==> src/rtl/execute_div_writeback.sv <==
// Writeback side of the divider: tracks a DIV/IDIV/AAM from execute entry to retirement,
// formats the register images and flags, and offers one result or #DE under valid/ready.
module execute_div_writeback #(
  parameter logic [7:0] DE_VECTOR = 8'd0,
  parameter logic [6:0] CMD_DIV   = 7'd40,
  parameter logic [6:0] CMD_IDIV  = 7'd41,
  parameter logic [6:0] CMD_AAM   = 7'd42
) (
  input  logic        clk,
  input  logic        rst_n,
  input  logic        exe_reset,
  input  logic        exe_valid,
  input  logic [6:0]  exe_cmd,
  input  logic        exe_is_8bit,
  input  logic        exe_operand_16bit,
  input  logic        exe_operand_32bit,
  input  logic [31:0] eax,
  input  logic [31:0] edx,
  input  logic        div_busy,
  input  logic        exe_div_exception,
  input  logic [31:0] div_result_quotient,
  input  logic [31:0] div_result_remainder,
  input  logic        wr_ready,
  output logic        wb_valid,
  output logic [31:0] wb_eax,
  output logic [31:0] wb_edx,
  output logic        wb_edx_write,
  output logic        wb_flags_write,
  output logic        wb_sf,
  output logic        wb_zf,
  output logic        wb_pf,
  output logic        wb_exc,
  output logic [7:0]  wb_exc_vector,
  output logic        div_done
);

  typedef enum logic [1:0] {IDLE, BUSY, RESULT, EXC} state_t;

  localparam logic [1:0] SZ8  = 2'd0;
  localparam logic [1:0] SZ16 = 2'd1;
  localparam logic [1:0] SZ32 = 2'd2;

  state_t      state, state_next;
  logic [6:0]  cmd_q;
  logic [1:0]  size_q;
  logic [31:0] eax_q, edx_q;
  logic        is_div_cmd, start;
  logic [1:0]  size_in;

  logic [31:0] fmt_eax, fmt_edx;
  logic        fmt_edx_write, fmt_flags_write, fmt_sf, fmt_zf, fmt_pf;

  assign is_div_cmd = (exe_cmd == CMD_DIV) || (exe_cmd == CMD_IDIV) || (exe_cmd == CMD_AAM);
  // The retiring instruction is still in execute during the div_done cycle; don't re-capture it.
  assign start      = exe_valid && is_div_cmd && !div_done;
  assign size_in    = exe_is_8bit ? SZ8 : (exe_operand_16bit ? SZ16 : SZ32);

  always_comb begin
    state_next = state;
    case (state)
      IDLE:    if (start) state_next = BUSY;
      BUSY: begin
        if (exe_div_exception) state_next = EXC;
        else if (!div_busy)    state_next = RESULT;
      end
      RESULT,
      EXC:     if (wr_ready) state_next = IDLE;
      default: state_next = IDLE;
    endcase
  end

  always_comb begin
    fmt_eax         = eax_q;
    fmt_edx         = edx_q;
    fmt_edx_write   = 1'b0;
    fmt_flags_write = 1'b0;
    fmt_sf          = 1'b0;
    fmt_zf          = 1'b0;
    fmt_pf          = 1'b0;
    if (cmd_q == CMD_AAM) begin
      fmt_eax         = {eax_q[31:16], div_result_quotient[7:0], div_result_remainder[7:0]};
      fmt_flags_write = 1'b1;
      fmt_sf          = div_result_remainder[7];
      fmt_zf          = (div_result_remainder[7:0] == 8'd0);
      fmt_pf          = ~^div_result_remainder[7:0];
    end else begin
      case (size_q)
        SZ8: fmt_eax = {eax_q[31:16], div_result_remainder[7:0], div_result_quotient[7:0]};
        SZ16: begin
          fmt_eax       = {eax_q[31:16], div_result_quotient[15:0]};
          fmt_edx       = {edx_q[31:16], div_result_remainder[15:0]};
          fmt_edx_write = 1'b1;
        end
        default: begin
          fmt_eax       = div_result_quotient;
          fmt_edx       = div_result_remainder;
          fmt_edx_write = 1'b1;
        end
      endcase
    end
  end

  // A flush behaves exactly like reset: the offered entry is discarded without div_done.
  always_ff @(posedge clk) begin
    if (!rst_n || exe_reset) begin
      state          <= IDLE;
      cmd_q          <= '0;
      size_q         <= '0;
      eax_q          <= '0;
      edx_q          <= '0;
      wb_valid       <= 1'b0;
      wb_eax         <= '0;
      wb_edx         <= '0;
      wb_edx_write   <= 1'b0;
      wb_flags_write <= 1'b0;
      wb_sf          <= 1'b0;
      wb_zf          <= 1'b0;
      wb_pf          <= 1'b0;
      wb_exc         <= 1'b0;
      wb_exc_vector  <= '0;
      div_done       <= 1'b0;
    end else begin
      state    <= state_next;
      div_done <= 1'b0;
      case (state)
        IDLE: begin
          if (start) begin
            cmd_q  <= exe_cmd;
            size_q <= size_in;
            eax_q  <= eax;
            edx_q  <= edx;
          end
        end
        BUSY: begin
          if (exe_div_exception) begin
            wb_valid       <= 1'b1;
            wb_exc         <= 1'b1;
            wb_exc_vector  <= DE_VECTOR;
            wb_eax         <= eax_q;
            wb_edx         <= edx_q;
            wb_edx_write   <= 1'b0;
            wb_flags_write <= 1'b0;
            wb_sf          <= 1'b0;
            wb_zf          <= 1'b0;
            wb_pf          <= 1'b0;
          end else if (!div_busy) begin
            wb_valid       <= 1'b1;
            wb_exc         <= 1'b0;
            wb_exc_vector  <= '0;
            wb_eax         <= fmt_eax;
            wb_edx         <= fmt_edx;
            wb_edx_write   <= fmt_edx_write;
            wb_flags_write <= fmt_flags_write;
            wb_sf          <= fmt_sf;
            wb_zf          <= fmt_zf;
            wb_pf          <= fmt_pf;
          end
        end
        RESULT,
        EXC: begin
          if (wr_ready) begin
            wb_valid       <= 1'b0;
            wb_exc         <= 1'b0;
            wb_exc_vector  <= '0;
            wb_eax         <= '0;
            wb_edx         <= '0;
            wb_edx_write   <= 1'b0;
            wb_flags_write <= 1'b0;
            wb_sf          <= 1'b0;
            wb_zf          <= 1'b0;
            wb_pf          <= 1'b0;
            div_done       <= 1'b1;
          end
        end
        default: ;
      endcase
    end
  end

endmodule

==> config.mk <==
export PLATFORM = sky130hd
export DESIGN_NAME = execute_div_writeback
export DESIGN_NICKNAME = d
export VERILOG_FILES = /design/src/rtl/execute_div_writeback.sv
export SDC_FILE = /design/constraint.sdc
export NUM_CORES = 1
export LEC_CHECK = 0
export BUFFER_PORTS_ARGS = -buffer_cell sky130_fd_sc_hd__buf_4
export CAP_MARGIN = 40
export CORE_ASPECT_RATIO = 0.75
export CORE_MARGIN = 5
export CORE_UTILIZATION = 35
export CTS_CLUSTER_SIZE = 24
export DETAILED_ROUTE_END_ITERATION = 8
export SLEW_MARGIN = 20
export SYNTH_ARGS = -nofsm -noshare
export SYNTH_HDL_FRONTEND = slang
export SYNTH_SLANG_ARGS = --single-unit
export TNS_END_PERCENT = 20
==> constraint.sdc <==
create_clock -name clk -period 1.7 [get_ports clk]
set_clock_uncertainty 0.05 [all_clocks]
set_input_delay 0.34 -clock clk [delete_from_list [all_inputs] [get_ports clk]]
set_output_delay 0.34 -clock clk [all_outputs]
set_load 0.01 [all_outputs]
==> results_dict.tcl, run 1 <==
set metrics [dict create \
    synthArstFlopShare_pct 0 \
    holdWs_ns 0.0927 \
    drtIter0Drc 377 \
    critPathLaunchType "flip-flop" \
    critPathTopFamily "simple AND/OR/NAND/NOR gates" \
    drcViolationCount 0 \
    cts_tree "yes" \
    crit_chain "nor4bb_4 -> buf_4 -> and4b_4 -> buf_12 -> buf_6 -> nand2_1 -> a21oi_1" \
    via_per_inst 5.01 \
    synth_warnings 0 \
    routed_wl_microns 19500 \
    routedWlPerCell_microns 17.7 \
    clk_latency_ns 0.42 \
    htreeDepth 4 \
    synth_flop_cell "dfxtp_1" \
    yosysMostFrequentCell "dfxtp_1" \
    initial_core_util_pct 35.2 \
    cts_buffers 17 \
    hold_violations 0 \
    final_nets 1025 \
    ys_seq_area_share_pct 50.3 \
    cp.required_ns 2.00 \
    design_area_sq_um 8770 \
    core.rowCount 41 \
    status "finished with violations" \
    synth-edff-count 0 \
    netlist.area_leader.share_pct 50.3 \
    vias 5528 \
    drtAntennaViolNets 0 \
    synth_area_sq_um 5850 \
    power_leakage_nw 3.59 \
    cts_buffer_depth 2 \
    slew_violations 0 \
    hold_buffers 0 \
    finalSetupViolations 1 \
    ys_top_cells_by_area "dfxtp_1 50%, nand2_1 8.9%, a221o_1 7.9%" \
    grt_setup_unrepaired "yes" \
    track_usage_pct 18.8 \
    drv_cap 0 \
    ir_worst_vdd_mv 0.519 \
    syn_area_per_cell_sq_um 9.06 \
    worst_path_largest_cell_delay_ns 0.35 \
    max_clock_freq_mhz 586 \
    synth_seq_cells 147 \
    power-per-cell-area_nw_per_um2 879 \
    dieArea_sq_um 19400 \
    cp.arrival_ns 2.00 \
    syn_to_final_growth_pct 49.9 \
    grt_pass1_vias 5500 \
    pre_cts_slack_ns -0.177 \
    syn_inst 646 \
    cpMaxStageDelayCell "dfxtp_4" \
    io_buffer_count 215 \
    core_sq_um 16600 \
    use_met3_pct 7.88 \
    grt_util_met1_pct 24.8 \
    crit_buf_inv 3 \
    min_period_ns 1.71 \
    dieWidth_microns 159 \
    place_area_sq_um 7910 \
    grtUsageMet2_pct 28.7 \
    clock-sinks 147 \
    crit_path_end_kind "flip-flop" \
    antenna_found_initial 0 \
    crit_fanout 4 \
    hold_path.class "input pin to flip-flop" \
    dr.pass1.iters 4 \
    violations "setup timing" \
    netlist-cell-type-count 44 \
    yosys.area.top_type "dfxtp_1" \
    dieHeight_microns 122 \
    cts.clk_slew.worst_paths_ns 0.06 \
    finalCritPeriodShare_pct 100 \
    worstSetupPathType "flip-flop to flip-flop" \
    drive_gt1_share_pct 36.5 \
    final_core_util_pct 52.8 \
    grt_pass1_wl_microns 29200 \
    grt_busiest_layer "met2" \
    grt_max_degree 62 \
    grt_overflow 0 \
    hpwl_microns 12900 \
    io_pins 225 \
    cts_root_buf "clkbuf_16" \
    worst_slack_ns -0.00538 \
    place.gp.congestion 0.759 \
    n_antenna_cell 0 \
    synthTopCellsByCount "147 x dfxtp_1, 139 x nand2_1, 74 x a21oi_1" \
]
-- layer usage --
layer  vias up  wire, microns  share of wire, %
met1      2600           9160                47
li1       2722              -                 -
met5         -              0                 0
met4         0            209               1.1
met2       191           8540                44
met3        15           1620               8.3
-- per-stage QoR --
step           total power [mW]  instances  TNS (ns)
2_1_floorplan              3.67        653         0
3_3_place_gp               4.00       1064    -13.05
3_5_place_dp               4.00       1064    -10.10
4_1_cts                    7.79       1096  -0.00527
5_1_grt                    8.00       1103     -1.30
6_report                   7.71       1103  -0.00538
-- layout by cell type (no fill, tap or decap), drive strengths merged, types with 2 or more instances in the layout --
cell type / n
ha: 4
clkinvlp: 2
inv: 11
nand2b: 3
nand3: 3
and2: 46
and3: 5
a221o: 46
conb: 8
a211oi: 9
nor2: 27
mux2i: 10
nand2: 139
nor2b: 11
bufinv: 3
clkbuf: 23
o32ai: 8
a22oi: 18
a32oi: 3
buf: 256
a221oi: 2
o21ai: 3
nor4b: 2
xnor2: 3
a21oi: 74
dfxtp: 147
o22ai: 7
clkinv: 5
-- timing repair --
item | in CTS | in global routing
endpoints found under the setup margin | 116 | 126
gates cloned | 0 | 4
buffers inserted | 1 | 3
gates resized for setup | 7 | 33
pin swaps | 4 | 35
-- registers in the layout (all words and copies together) (netlist names) --
name / flops
eax_q: 32
edx_q: 32
wb_eax: 32
wb_edx: 32
cmd_q: 7
size_q: 2
state: 2
div_done: 1
wb_edx_write: 1
wb_exc: 1
wb_flags_write: 1
wb_pf: 1
wb_sf: 1
wb_valid: 1
wb_zf: 1
-- worst reg2reg max path: cells and delay by family (launching register included) --
kind	cells	cell delay (ns)
flip-flops	1	0.35
buffers and inverters	3	0.45
AND/OR/NAND/NOR	3	0.66
AO/OA/AOI/OAI	1	0.13
-- path summary, 6_finish.rpt --
kind	start	to	depth (start not counted)	slack, ns
hold reg to reg	eax_q[6]$_SDFFE_PP0P_	eax_q[6]$_SDFFE_PP0P_	2	0.40
hold / removal	div_result_remainder[27]	wb_edx[27]$_SDFFE_PP0P_	2	0.09
setup / recovery	div_done$_SDFF_PP0_	edx_q[31]$_SDFFE_PP0P_	7	-0.005
setup reg to reg	div_done$_SDFF_PP0_	edx_q[31]$_SDFFE_PP0P_	7	-0.005
-- cell type report --
class                           instances  area (sq um)
Clock buffer                           21           450
Clock inverter                         10           134
Fill cell                            1584          7850
Inverter                               11          41.3
Multi-Input combinational cell        441          2780
Sequential cell                       147          2950
Tap cell                              215           269
Timing Repair Buffer                  258          2150
-- kinds of logic after synthesis --
family                     share of synthesized area [%]
DFF                                                 50.3
buffers and inverters                               5.41
AOI/OAI and AO/OA                                   21.2
adders and majority gates                          0.855
muxes                                               1.71
and+or+nand+nor                                     20.0
xor gates and xnor gates                           0.449
other                                             0.0641
-- power breakdown --
part / switching [mW] / total (mW) / internal (mW)
sequential: 0.00200 / 3.45 / 3.45
clock: 1.44 / 3.77 / 2.33
combinational: 0.207 / 0.491 / 0.284
total: 1.65 / 7.71 / 6.06
Note: power is estimated with default switching activity, not from simulation.
==> run 2: changes to the inputs <==
clock period = 1.95 ns   (was 1.7 ns; I/O delays follow)
==> results_dict.tcl, run 2 (synthesis results as in run 1) <==
set metrics [dict create \
    status "completed" \
    worstSetupPathType "flip-flop to flip-flop" \
    dieWidth_microns 159 \
    crit_path_end_kind "flip-flop" \
    cts.clk_slew.worst_paths_ns 0.06 \
    finalPower_mw 6.90 \
    grt_pass1_wl_microns 29500 \
    finalCritPeriodShare_pct 91.9 \
    cp_common_cell "buf_4" \
    worst_slack_ns 0.159 \
    slew_violations 0 \
    antenna_found_initial 0 \
    via_per_inst 4.89 \
    crit_chain "nor4bb_1 -> buf_4 -> and4b_2 -> buf_4 -> nand2_1 -> a21oi_1" \
    fillCellCount 1585 \
    dr.pass1.iters 5 \
    vias 5345 \
    hold_start "div_result_remainder[20]" \
    critPathLaunchType "flip-flop" \
    power-per-cell-area_nw_per_um2 812 \
    core_sq_um 16600 \
    clk_latency_ns 0.41 \
    layout_commonest_cell "buf_4" \
    drtAntennaViolNets 0 \
    drcViolationCount 0 \
    max_clock_freq_mhz 558 \
    slew_headroom_pct 54.9 \
    cts_buffer_depth 2 \
    cp.required_ns 2.24 \
    cts_tree "yes" \
    clock-sinks 147 \
    r2r_slack_ns 0.16 \
    internal_power_mw 5.43 \
    htreeDepth 4 \
    place.gp.congestion 0.795 \
    grt_overflow 0 \
    worst_path_largest_cell_delay_ns 0.39 \
    io_pins 225 \
    ir_worst_vdd_mv 0.486 \
    drtIter0Drc 296 \
    grt_setup_unrepaired "no" \
    grt_pass1_vias 5350 \
    timing.rr.start "div_done$_SDFF_PP0_" \
    max_slew.worst_pin.slew_ns 0.676 \
    critPathTopFamily "simple AND/OR/NAND/NOR gates" \
    holdPathStages 2 \
    routed_wl_microns 18400 \
    cts_buffers 17 \
    drive_gt1_share_pct 33.1 \
    dieHeight_microns 122 \
    initial_core_util_pct 35.2 \
    routedWlPerCell_microns 16.9 \
    drv_cap 0 \
    core.rowCount 41 \
    pwr-share-clk_pct 50.4 \
    cp.arrival_ns 2.08 \
    seqPwrFrac_pct 43.6 \
    min_period_ns 1.79 \
    final_nets 1014 \
    regArea_sq_um 2940 \
    reg2reg_depth 6 \
    io_buffer_count 215 \
    power_switching_mw 1.47 \
    crit_fanout 16 \
    holdPathEnd "wb_edx[20]$_SDFFE_PP0P_" \
    finalSetupViolations 0 \
    multi_input_area_sq_um 2660 \
    hpwl_microns 13000 \
    layout_common_cells "239 x buf_4, 147 x dfxtp_1, 139 x nand2_1, 74 x a21oi_1, 46 x a221o_1" \
    grt_max_degree 61 \
    cpMaxStageDelayCell "nor4bb_1" \
    hold_path.class "input pin to flip-flop" \
    syn_to_final_growth_pct 45.0 \
    hold_violations 0 \
    power_leakage_nw 3.48 \
    hold_buffers 0 \
    worstReg2RegEnd "eax_q[18]$_SDFFE_PP0P_" \
    pwr-share-comb_pct 5.9 \
    dieArea_sq_um 19400 \
    switching_share_pct 21.3 \
    cts_root_buf "clkbuf_16" \
    track_usage_pct 18.8 \
    pre_cts_slack_ns 0.0296 \
    crit_buf_inv 2 \
    n_antenna_cell 0 \
]
-- run 2: changes by cell type in the layout (fill, tap and decap cells not counted), sizes merged --
cell	previous run	this run
buf	256	247
bufinv	3	4
clkbuf	23	20
clkinvlp	2	1
inv	11	13
-- run 2: worst max-delay path by stage --
stage | from | end | slack [ns] | cells after the start
after floorplan | exe_cmd[6] | eax_q[15]$_SDFFE_PP0P_ | 0.30 | 7
after global placement | exe_reset | wb_edx[8]$_SDFFE_PP0P_ | -0.22 | 5
after detailed placement | exe_cmd[6] | eax_q[16]$_SDFFE_PP0P_ | 0.03 | 7
after CTS | state[1]$_SDFFE_PP0P_ | eax_q[23]$_SDFFE_PP0P_ | 0.13 | 6
after global routing | state[1]$_SDFFE_PP0P_ | eax_q[18]$_SDFFE_PP0P_ | 0.04 | 6
final | div_done$_SDFF_PP0_ | eax_q[18]$_SDFFE_PP0P_ | 0.16 | 6
-- run 2: timing repair --
item,CTS,global route
setup buffers,0,0
setup endpoints to repair,0,12
gates resized for setup,0,1
-- run 2: final cells by class --
type                       instances  area share (%)
clock buffer                      20            5.26
clock inverter                    12            2.09
inverter                          11           0.486
multi-input combinational        441            31.3
sequential                       147            34.7
tap                              215            3.17
timing repair buffer             247            23.0
-- run 2: power by group through the flow --
stage                     clock (mW)  sequential, mW  combinational, mW
after global routing            3.67            3.01              0.447
final                           3.48            3.01              0.409
after detailed placement           0            3.07              0.411
after CTS                       3.55            3.01              0.412
after global placement             0            3.07              0.411
after floorplan                    0            3.07              0.123
-- run 2: per-stage QoR --
stage          hold WS (ns)  util, %  instances  setup TNS [ns]  cell area, sq um
2_1_floorplan         0.379        -        653               0              5880
5_1_grt               0.121     51.1       1093               0              8490
3_5_place_dp          0.394     47.3       1061               0              7860
4_1_cts               0.124     51.0       1093               0              8480
6_report              0.145     51.1       1093               0              8490
3_3_place_gp          0.390     47.2       1061           -3.32              7850
-- run 2: layer usage --
| metal | global-route usage, % | up-vias | routed length [microns] |
|---|---|---|---|
| met3 | 7.34 | 15 | 1440 |
| met5 | 0 | - | 0 |
| met2 | 27.9 | 163 | 7870 |
| li1 | - | 2696 | - |
| met1 | 26.0 | 2471 | 8930 |
| met4 | 4.32 | 0 | 195 |
